**src/rtl/spart_tx_ctrl_pkg.sv**
```systemverilog
// Shared definitions for the SPART transmit controller: MMIO addresses,
// FSM state encoding and status-word bit positions.
package spart_tx_ctrl_pkg;

    localparam logic [31:0] TX_ADDR     = 32'h1000_0000;
    localparam logic [31:0] STATUS_ADDR = 32'h1000_0004;

    localparam int ST_READY     = 0;
    localparam int ST_EMPTY     = 1;
    localparam int ST_IDLE      = 2;
    localparam int ST_COUNT_LSB = 8;

    typedef enum logic [1:0] {
        S_IDLE      = 2'd0,
        S_LOAD      = 2'd1,
        S_WAIT_LOW  = 2'd2,
        S_WAIT_HIGH = 2'd3
    } tx_state_e;

endpackage

```
**src/rtl/spart_tx_ctrl_fifo.sv**
```systemverilog
// Flop-based byte FIFO (DEPTH x 8) with push, pop and flush; head is shown
// combinationally so the controller can latch it on the pop cycle.
module tx_byte_fifo #(
    parameter int DEPTH = 8
) (
    input  logic                       clk,
    input  logic                       rst,
    input  logic                       push,
    input  logic                       pop,
    input  logic                       flush,
    input  logic [7:0]                 wr_data,
    output logic [7:0]                 rd_data,
    output logic [$clog2(DEPTH):0]     count,
    output logic                       full,
    output logic                       empty
);
    localparam int AW = $clog2(DEPTH);

    logic [7:0]    mem_q [DEPTH];
    logic [AW-1:0] head_q, head_d;
    logic [AW-1:0] tail_q, tail_d;
    logic [AW:0]   count_q, count_d;
    logic          push_ok, pop_ok;

    assign empty   = (count_q == '0);
    assign full    = (count_q == (AW+1)'(DEPTH));
    assign pop_ok  = pop & ~empty;
    assign push_ok = push & (~full | pop_ok);
    assign rd_data = mem_q[head_q];
    assign count   = count_q;

    always_comb begin
        head_d  = head_q;
        tail_d  = tail_q;
        count_d = count_q;
        if (flush) begin
            head_d  = '0;
            tail_d  = '0;
            count_d = '0;
        end else begin
            // Power-of-two depth: pointers wrap by natural overflow.
            if (push_ok) tail_d = tail_q + 1'b1;
            if (pop_ok)  head_d = head_q + 1'b1;
            case ({push_ok, pop_ok})
                2'b10:   count_d = count_q + 1'b1;
                2'b01:   count_d = count_q - 1'b1;
                default: count_d = count_q;
            endcase
        end
    end

    always_ff @(posedge clk or posedge rst) begin
        if (rst) begin
            head_q  <= '0;
            tail_q  <= '0;
            count_q <= '0;
        end else begin
            head_q  <= head_d;
            tail_q  <= tail_d;
            count_q <= count_d;
        end
    end

    always_ff @(posedge clk) begin
        if (push_ok) mem_q[tail_q] <= wr_data;
    end

endmodule

```
**src/rtl/spart_tx_ctrl.sv**
```systemverilog
// MMIO transmit controller: decodes CPU stores, queues bytes, and feeds
// spart_tx one byte at a time over the trmt/tbr handshake.
module spart_tx_ctrl #(
    parameter int          DEPTH       = 8,
    parameter logic [31:0] TX_ADDR     = spart_tx_ctrl_pkg::TX_ADDR,
    parameter logic [31:0] STATUS_ADDR = spart_tx_ctrl_pkg::STATUS_ADDR
) (
    input  logic        clk,
    input  logic        rst,
    input  logic [31:0] mem_addr,
    input  logic [31:0] mem_wr_data,
    input  logic        mem_wr,
    input  logic        mem_en,
    output logic        dmem_wr_en,
    output logic        status_sel,
    output logic [31:0] status_rd_data,
    output logic        cpu_stall,
    output logic        trmt,
    output logic [7:0]  tx_data,
    input  logic        tbr
);
    import spart_tx_ctrl_pkg::*;

    localparam int CW = $clog2(DEPTH) + 1;

    tx_state_e      state_q, state_d;
    logic [7:0]     tx_data_q, tx_data_d;
    logic           wait_cnt_q, wait_cnt_d;
    logic           tx_hit, st_hit, tx_wr, ctl_wr, flush, push, pop;
    logic [7:0]     fifo_head;
    logic [CW-1:0]  fifo_count;
    logic           fifo_full, fifo_empty, idle;

    assign tx_hit     = (mem_addr == TX_ADDR);
    assign st_hit     = (mem_addr == STATUS_ADDR);
    assign tx_wr      = mem_wr & mem_en & tx_hit;
    assign ctl_wr     = mem_wr & mem_en & st_hit;
    assign flush      = ctl_wr & mem_wr_data[0];
    assign dmem_wr_en = mem_wr & mem_en & ~(tx_hit | st_hit);
    assign status_sel = st_hit;

    // A full FIFO still accepts a store when the FSM frees a slot this cycle.
    assign push      = tx_wr & (~fifo_full | pop);
    assign cpu_stall = tx_wr & fifo_full & ~pop;

    tx_byte_fifo #(.DEPTH(DEPTH)) u_fifo (
        .clk     (clk),
        .rst     (rst),
        .push    (push),
        .pop     (pop),
        .flush   (flush),
        .wr_data (mem_wr_data[7:0]),
        .rd_data (fifo_head),
        .count   (fifo_count),
        .full    (fifo_full),
        .empty   (fifo_empty)
    );

    always_comb begin
        state_d    = state_q;
        tx_data_d  = tx_data_q;
        wait_cnt_d = wait_cnt_q;
        pop        = 1'b0;
        trmt       = 1'b0;
        case (state_q)
            S_IDLE: begin
                if (!fifo_empty && tbr) begin
                    pop       = 1'b1;
                    tx_data_d = fifo_head;
                    state_d   = S_LOAD;
                end
            end
            S_LOAD: begin
                trmt       = 1'b1;
                wait_cnt_d = 1'b0;
                state_d    = S_WAIT_LOW;
            end
            S_WAIT_LOW: begin
                // tbr held high for two cycles means spart_tx took the byte already.
                if (!tbr || wait_cnt_q) state_d = S_WAIT_HIGH;
                else                    wait_cnt_d = 1'b1;
            end
            S_WAIT_HIGH: begin
                if (tbr) state_d = S_IDLE;
            end
            default: state_d = S_IDLE;
        endcase
    end

    always_ff @(posedge clk or posedge rst) begin
        if (rst) begin
            state_q    <= S_IDLE;
            tx_data_q  <= 8'h00;
            wait_cnt_q <= 1'b0;
        end else begin
            state_q    <= state_d;
            tx_data_q  <= tx_data_d;
            wait_cnt_q <= wait_cnt_d;
        end
    end

    assign tx_data = tx_data_q;
    assign idle    = (state_q == S_IDLE) & fifo_empty & tbr;

    always_comb begin
        status_rd_data                          = 32'd0;
        status_rd_data[ST_COUNT_LSB +: 8]       = 8'(fifo_count);
        status_rd_data[ST_IDLE]                 = idle;
        status_rd_data[ST_EMPTY]                = fifo_empty;
        status_rd_data[ST_READY]                = ~fifo_full;
    end

endmodule

```
**config.mk**
```make
export PLATFORM = sky130hd
export DESIGN_NAME = spart_tx_ctrl
export DESIGN_NICKNAME = d
export VERILOG_FILES = /design/src/rtl/spart_tx_ctrl_pkg.sv /design/src/rtl/spart_tx_ctrl_fifo.sv /design/src/rtl/spart_tx_ctrl.sv
export SDC_FILE = /design/constraint.sdc
export NUM_CORES = 1
export LEC_CHECK = 0
export ABC_CLOCK_PERIOD_IN_PS = 3300
export CORE_MARGIN = 2
export CORE_UTILIZATION = 40
export DETAILED_ROUTE_END_ITERATION = 16
export GPL_TIMING_DRIVEN = 0
export PLACE_DENSITY = 0.79
export SYNTH_ARGS = -nofsm -noshare
export SYNTH_HDL_FRONTEND = slang
export SYNTH_SLANG_ARGS = --single-unit
```
**constraint.sdc**
```tcl
create_clock -name clk -period 3.3 [get_ports clk]
set_clock_uncertainty 0.2 [all_clocks]
set_input_delay 0.33 -clock clk [delete_from_list [all_inputs] [get_ports clk]]
set_output_delay 0.33 -clock clk [all_outputs]
set_load 0.03 [all_outputs]
```
==> results of run 1 <==
==> metrics by stage <==
| step | power (W) | area, µm² | setup slack, ns | utilization (%) | TNS [ns] |
|---|---|---|---|---|---|
| after floorplan | 0.00140 | 4110 | 0.653 | - | 0 |
| after global placement | 0.00150 | 4900 | -0.338 | 50.2 | -5.21 |
| after detailed placement | 0.00151 | 4900 | -0.450 | 50.2 | -7.66 |
| after CTS | 0.00229 | 5130 | 0.218 | 52.5 | 0 |
| after global routing | 0.00236 | 5130 | 0.103 | 52.5 | 0 |
| final | 0.00228 | 5130 | 0.239 | 52.5 | 0 |
==> worst max-delay path by stage <==
stage / startpoint / slack (ns) / cells after the start / endpoint
4_1_cts: u_fifo.count[1] / 0.22 / 5 / cpu_stall
5_1_grt: u_fifo.count[1] / 0.10 / 5 / cpu_stall
3_3_place_gp: mem_addr[1] / -0.34 / 6 / u_fifo.mem_q[4][1]
2_1_floorplan: u_fifo.count[1] / 0.65 / 6 / u_fifo.mem_q[0][0]
6_report: u_fifo.count[1] / 0.24 / 5 / cpu_stall
3_5_place_dp: mem_addr[13] / -0.45 / 6 / u_fifo.mem_q[4][1]
==> flip-flops by register name, summed over array words and instances, names as in the netlist <==
| register | cells |
|---|---|
| tx_data | 8 |
| u_fifo.mem_q | 64 |
| state_q | 2 |
| u_fifo.count | 4 |
| u_fifo.head_q | 3 |
| u_fifo.tail_q | 3 |
| wait_cnt_q | 1 |
==> final cells by class <==
| class | instances | area [µm²] | area share (%) |
|---|---|---|---|
| flip-flops and latches | 85 | 2450 | 47.7 |
| multi-input cells | 160 | 1420 | 27.6 |
| repair buffers | 63 | 631 | 12.3 |
| plain buffers | 35 | 236 | 4.61 |
| well taps | 133 | 166 | 3.24 |
| clock buffers | 10 | 128 | 2.49 |
| clock inverters | 6 | 88.8 | 1.73 |
| inverters | 5 | 18.8 | 0.366 |
==> layer usage <==
| metal | vias up | wire length, µm | global-route usage [%] |
|---|---|---|---|
| li1 | 1122 | - | - |
| met1 | 1153 | 3210 | 18.5 |
| met2 | 66 | 4050 | 26.2 |
| met3 | 9 | 401 | 3.38 |
| met4 | 0 | 97 | 4.83 |
| met5 | - | 0 | 0 |
==> kinds of logic (layout without fill, tap and decap cells) <==
family	Yosys count	count (layout)
and+or+nand+nor	67	67
DFF	85	85
xor gates and xnor gates	6	6
adders and majority gates	9	9
other	1	25
AOI/OAI and AO/OA	25	25
buffers and inverters	40	119
muxes	28	28
==> critical path, cell delays in order (launching register included) <==
cell	delay [ns]
dfrtp_1	0.40
buf_2	0.19
nor3_1	0.32
nand3_1	0.20
nor4_1	0.33
clkdlybuf4s50_1	0.75
==> cell usage after synthesis (all sizes together) <==
library cell,number,area [µm²]
a21oi,12,60.1
a31oi,2,12.5
and3,1,6.26
buf,33,229
clkbuf,2,7.51
conb,1,3.75
dfrtp,21,526
edfxtp,64,1920
ha,9,113
inv,5,18.8
mux2,1,11.3
mux2i,11,110
mux4,16,360
nand2,12,45.0
nand2b,6,37.5
nand3,2,10.0
nand4,2,42.5
nor2,24,97.6
nor3,6,30.0
nor3b,1,7.51
nor4,11,210
nor4b,1,23.8
o21ai,6,30.0
o21bai,2,15.0
o22ai,1,12.5
o2bb2ai,1,8.76
o31a,1,8.76
or2,1,6.26
xnor2,3,26.3
xor2,3,26.3
==> where the power goes <==
| part | internal (W) | switching, W |
|---|---|---|
| Combinational | 0.000139 | 0.000166 |
| Sequential | 0.00117 | 0.0000161 |
| Clock | 0.000426 | 0.000359 |
| Total | 0.00173 | 0.000541 |
==> summary.txt, run 1 <==
Synthesis
  – Synthesis Warnings: 0
  – Mapped Cells: 261
  – Fraction of the mapped netlist area in adder cells: 2.80%
  – Synth Area in XOR/XNOR: 1.31%
  – Avg Cell Area, Syn: about 15 µm²
  – Post-synthesis mux area share: 12.0%
  – Post-Synth Simple-Gate Area: 12.9%
  – Netlist cell types: 36
  – Largest family of logic cells by synthesized area: simple AND/OR/NAND/NOR gates
  – Compound-Gate Fraction of Synth Area: roughly 3.7%
  – FF+latch count, synth: 85
  – Cell Area, Synth: 4020 µm²
  – Seq/Total Area, Yosys: 60.9%

Setup path
  – R2R Setup Slk: between 0.3 and 0.4 ns
  – R2R cell count: 7
  – Worst EP required: 2.77 ns
  – Startpoint type of the worst setup path: register
  – Reg-to-Reg End: u_fifo.mem_q[7][4]
  – Crit path max fanout: 8
  – Crit end category: primary output
  – Type of the worst setup path: reg -> out
  – Worst EP arrival: around 2.5 ns
  – Origin of the critical flop-to-flop path: state_q[0]

Die
  – Horiz. Die Dim: 104 µm
  – Die height: 104 µm
  – Initial core utilization: 41.1%
  – CORE AREA: 9770 µm²
  – IO Count: 113
  – Die ar.: 10,900 µm²
  – Row cnt: 36

Run status
  – Status: finished, final reports clean

Layout
  – Nets: about 440
  – Most frequent cells in the layout: edfxtp_1, clkdlybuf4s50_1, buf_4
  – Final Non-Filler Cells: 497
  – Commonest non-fill, non-tap cell in the layout: edfxtp_1
  – Fillers: just under 800
  – Layout cell share with drive strength beyond 1: 21.7%
  – Layout area overhead: 27.7%
  – N_diodes: 0

Power and ir drop
  – PD cells: 443 nW/µm²
  – Worst VDD drop: 0.000351 V
  – Leakage: 1.89 nW

Place
  – Port Buf Inserts: 63
  – Hpwl dp: 5680 µm
  – Dpl cells: 481
  – RD Place Congestion: 0.763

STA
  – Hold Fails Final Rpt: 0
  – Setup-failing EPs final: 0
  – Unrepaired setup endpoints after global routing: false
  – Crit share post-route: 92.7%
  – Worst-Margin Slew: between 0.8 and 0.9 ns
  – Final hold slack: 0.234 ns
  – Max Slew Vio Count: 0
  – Relative slew slack: around two fifths
  – Post-layout min period: 3.06 ns
  – Fmax: between 0.3 and 0.4 GHz

Drt
  – DRT antenna net count: 0
  – DR DRC count: 0
  – WL/cell: about 16 µm
  – Via density: 4.73
  – Total number of vias: approximately 2,400
  – DRT iter0 DRCs: around 170
  – First drt pass iteration count: 4
  – Aggregate routed wire length: 7760 µm

Global routing
  – First-pass GRT wire length: 12,700 µm
  – GRT Total Usage: 15.0%
  – Total grt overflow: 0
  – Largest net degree at the start of global routing: 22
  – Vias in the first global route: 2,456
  – Initial antenna violation count: 0

Clock tree
  – Clk sink count: 85
  – Bufs on Longest Clock Path: 2
  – Reg clk slew, reported paths: 0.09 ns
  – H-tree depth: 3
  – Clk root buf: clkbuf_8
  – Worst skew pair latency: 0.34 ns
  – Setup Fix Bufs, Post-CTS: 0
  – CTS tree: done
  – # hold bufs at CTS: 0
  – CTS Buf Count: 9
  – Post_cts resized: 2

Worst hold path
  – Hold crit path type: in -> async

Run
  – Maxcap violations: 0
No activity file was read; power rests on OpenSTA's default activity.
==> inputs of run 2 (changes only) <==
--- a/config.mk
+++ b/config.mk
@@ -5,7 +5,7 @@
 export SDC_FILE = /design/constraint.sdc
 export NUM_CORES = 1
 export LEC_CHECK = 0
-export ABC_CLOCK_PERIOD_IN_PS = 3300
+export ABC_CLOCK_PERIOD_IN_PS = 2900
 export CORE_MARGIN = 2
 export CORE_UTILIZATION = 40
 export DETAILED_ROUTE_END_ITERATION = 16
==> constraint.sdc (replaced) <==
create_clock -name clk -period 2.9 [get_ports clk]
set_clock_uncertainty 0.2 [all_clocks]
set_input_delay 0.29 -clock clk [delete_from_list [all_inputs] [get_ports clk]]
set_output_delay 0.29 -clock clk [all_outputs]
set_load 0.03 [all_outputs]
==> summary.txt, run 2 (synthesized netlist as in run 1, its figures left out) <==
Run status
  – Status: finished, violations left
  – Failing checks: setup timing

Setup path
  – Crit end category: register
  – Origin of the critical flop-to-flop path: state_q[0]
  – R2R Setup Slk: -0.02 ns
  – Worst EP arrival: 2.71 ns
  – Worst EP required: roughly 2.7 ns
  – Crit path max fanout: 8
  – Startpoint type of the worst setup path: input port
  – R2R cell count: 7
  – Reg-to-Reg End: u_fifo.mem_q[7][7]
  – Type of the worst setup path: in -> reg

Clock tree
  – Reg clk slew, reported paths: 0.09 ns
  – Worst skew pair latency: 0.35 ns
  – CTS Buf Count: 9
  – Bufs on Longest Clock Path: 2
  – # hold bufs at CTS: 0
  – Clk root buf: clkbuf_8
  – H-tree depth: 3
  – CTS tree: done
  – Setup Fix Bufs, Post-CTS: 0
  – Clk sink count: 85

Global routing
  – Largest net degree at the start of global routing: 22
  – Initial antenna violation count: 0
  – GRT Total Usage: 15.0%
  – Vias in the first global route: 2,456
  – Total grt overflow: 0
  – First-pass GRT wire length: 12,700 µm

Layout
  – N_diodes: 0
  – Commonest non-fill, non-tap cell in the layout: edfxtp_1
  – Post-route cell area: 5130 µm²
  – Max FFs per register: 64
  – Layout cell share with drive strength beyond 1: 22.3%
  – Reg with most FFs: u_fifo.mem_q
  – Layout area overhead: 27.8%
  – Fillers: slightly below 800
  – Nets: 437
  – Final Non-Filler Cells: 497
  – Most frequent cells in the layout: edfxtp_1, clkdlybuf4s50_1, buf_4

Die
  – Row cnt: 36
  – CORE AREA: 9770 µm²
  – IO Count: 113
  – Initial core utilization: 41.1%
  – Die ar.: 10,900 µm²
  – Horiz. Die Dim: 104 µm
  – Die height: 104 µm

Drt
  – First drt pass iteration count: 4
  – DR DRC count: 0
  – DRT antenna net count: 0
  – Total number of vias: roughly 2,400
  – Aggregate routed wire length: 7760 µm
  – Via density: 4.77
  – WL/cell: 15.6 µm
  – DRT iter0 DRCs: 134

Power and ir drop
  – PD cells: 504 nW/µm²
  – Worst VDD drop: 0.000402 V
  – Leakage: 1.89 nW

STA
  – Setup-failing EPs final: 20
  – Post-layout min period: 2.94 ns
  – Max Slew Vio Count: 0
  – Worst-Margin Slew: 0.878 ns
  – Hold Fails Final Rpt: 0
  – Unrepaired setup endpoints after global routing: true
  – Relative slew slack: 41.0%
  – Fmax: 0.341 GHz
  – Setup ws final: -0.0358 ns
  – Crit share post-route: 101%

Place
  – Dpl cells: 481
  – Placed cell areas: just under 5000 µm²
  – RD Place Congestion: between 0.7 and 0.8
  – Hpwl dp: 5680 µm
  – Port Buf Inserts: 63

Worst hold path
  – Hold crit path type: in -> async

Run
  – Maxcap violations: 0
run 2: cell count changes in the layout (fill, tap and decap cells not counted):
| cell | before | now |
|---|---|---|
| nor2_1 | 23 | 21 |
| nor2_2 | 0 | 2 |
| clkdlybuf4s50_1 | 63 | 62 |
| dlygate4sd2_1 | 0 | 1 |
run 2: worst max-delay path by stage:
stage	startpoint	cells past startpoint	end	slack (ns)
floorplan	u_fifo.count[1]	6	u_fifo.mem_q[0][0]	0.25
global placement	mem_addr[1]	6	u_fifo.mem_q[4][1]	-0.70
detailed placement	mem_addr[13]	6	u_fifo.mem_q[4][1]	-0.81
CTS	mem_addr[13]	6	u_fifo.mem_q[5][4]	-0.05
global route	state_q[0]	7	u_fifo.mem_q[5][2]	-0.21
finish	mem_addr[13]	6	u_fifo.mem_q[7][7]	-0.04
run 2: power breakdown:
group | switching (W) | leakage (nW) | total [W] | internal [W]
Sequential | 0.0000180 | 0.862 | 0.00135 | 0.00133
Combinational | 0.000189 | 0.926 | 0.000347 | 0.000158
Clock | 0.000409 | 0.102 | 0.000894 | 0.000485
run 2: cell type report:
| cell class | count | area [µm²] | share of cell area [%] |
|---|---|---|---|
| Sequential cell | 85 | 2450 | 47.7 |
| Inverter | 5 | 18.8 | 0.365 |
| Timing Repair Buffer | 63 | 629 | 12.3 |
| Tap cell | 133 | 166 | 3.24 |
| Clock inverter | 6 | 88.8 | 1.73 |
| Buffer | 35 | 236 | 4.61 |
| Clock buffer | 10 | 128 | 2.49 |
| Multi-Input combinational cell | 160 | 1420 | 27.7 |
run 2: metal layers:
metal / track usage, % / routed length (µm) / up-vias
met5: 0 / 0 / -
met4: 4.83 / 100 / 0
met3: 3.38 / 429 / 9
met2: 26.2 / 4090 / 77
met1: 18.5 / 3150 / 1162
li1: - / - / 1123
run 2: through the flow:
stage	hold slack, ns	TNS (ns)	worst slack [ns]	util, %	total power (W)
after floorplan	0.0665	0	0.253	-	0.00159
after global placement	0.312	-24.87	-0.698	50.2	0.00171
after detailed placement	0.323	-30.21	-0.810	50.2	0.00172
after CTS	0.223	-0.741	-0.0491	52.5	0.00260
after global routing	0.286	-8.08	-0.208	52.5	0.00268
final	0.188	-0.426	-0.0358	52.5	0.00259
run 2: timing repair:
action                                  CTS  global route
endpoints found under the setup margin   33            65
resized for setup                         3             2
pin swaps                                 0             1
run 2: critical path, stage by stage:
cell	delay [ns]
clkdlybuf4s50_1	0.46
nor4_4	0.34
nand4_4	0.23
nor4b_4	0.47
nand2_1	0.20
nor2_1	0.71
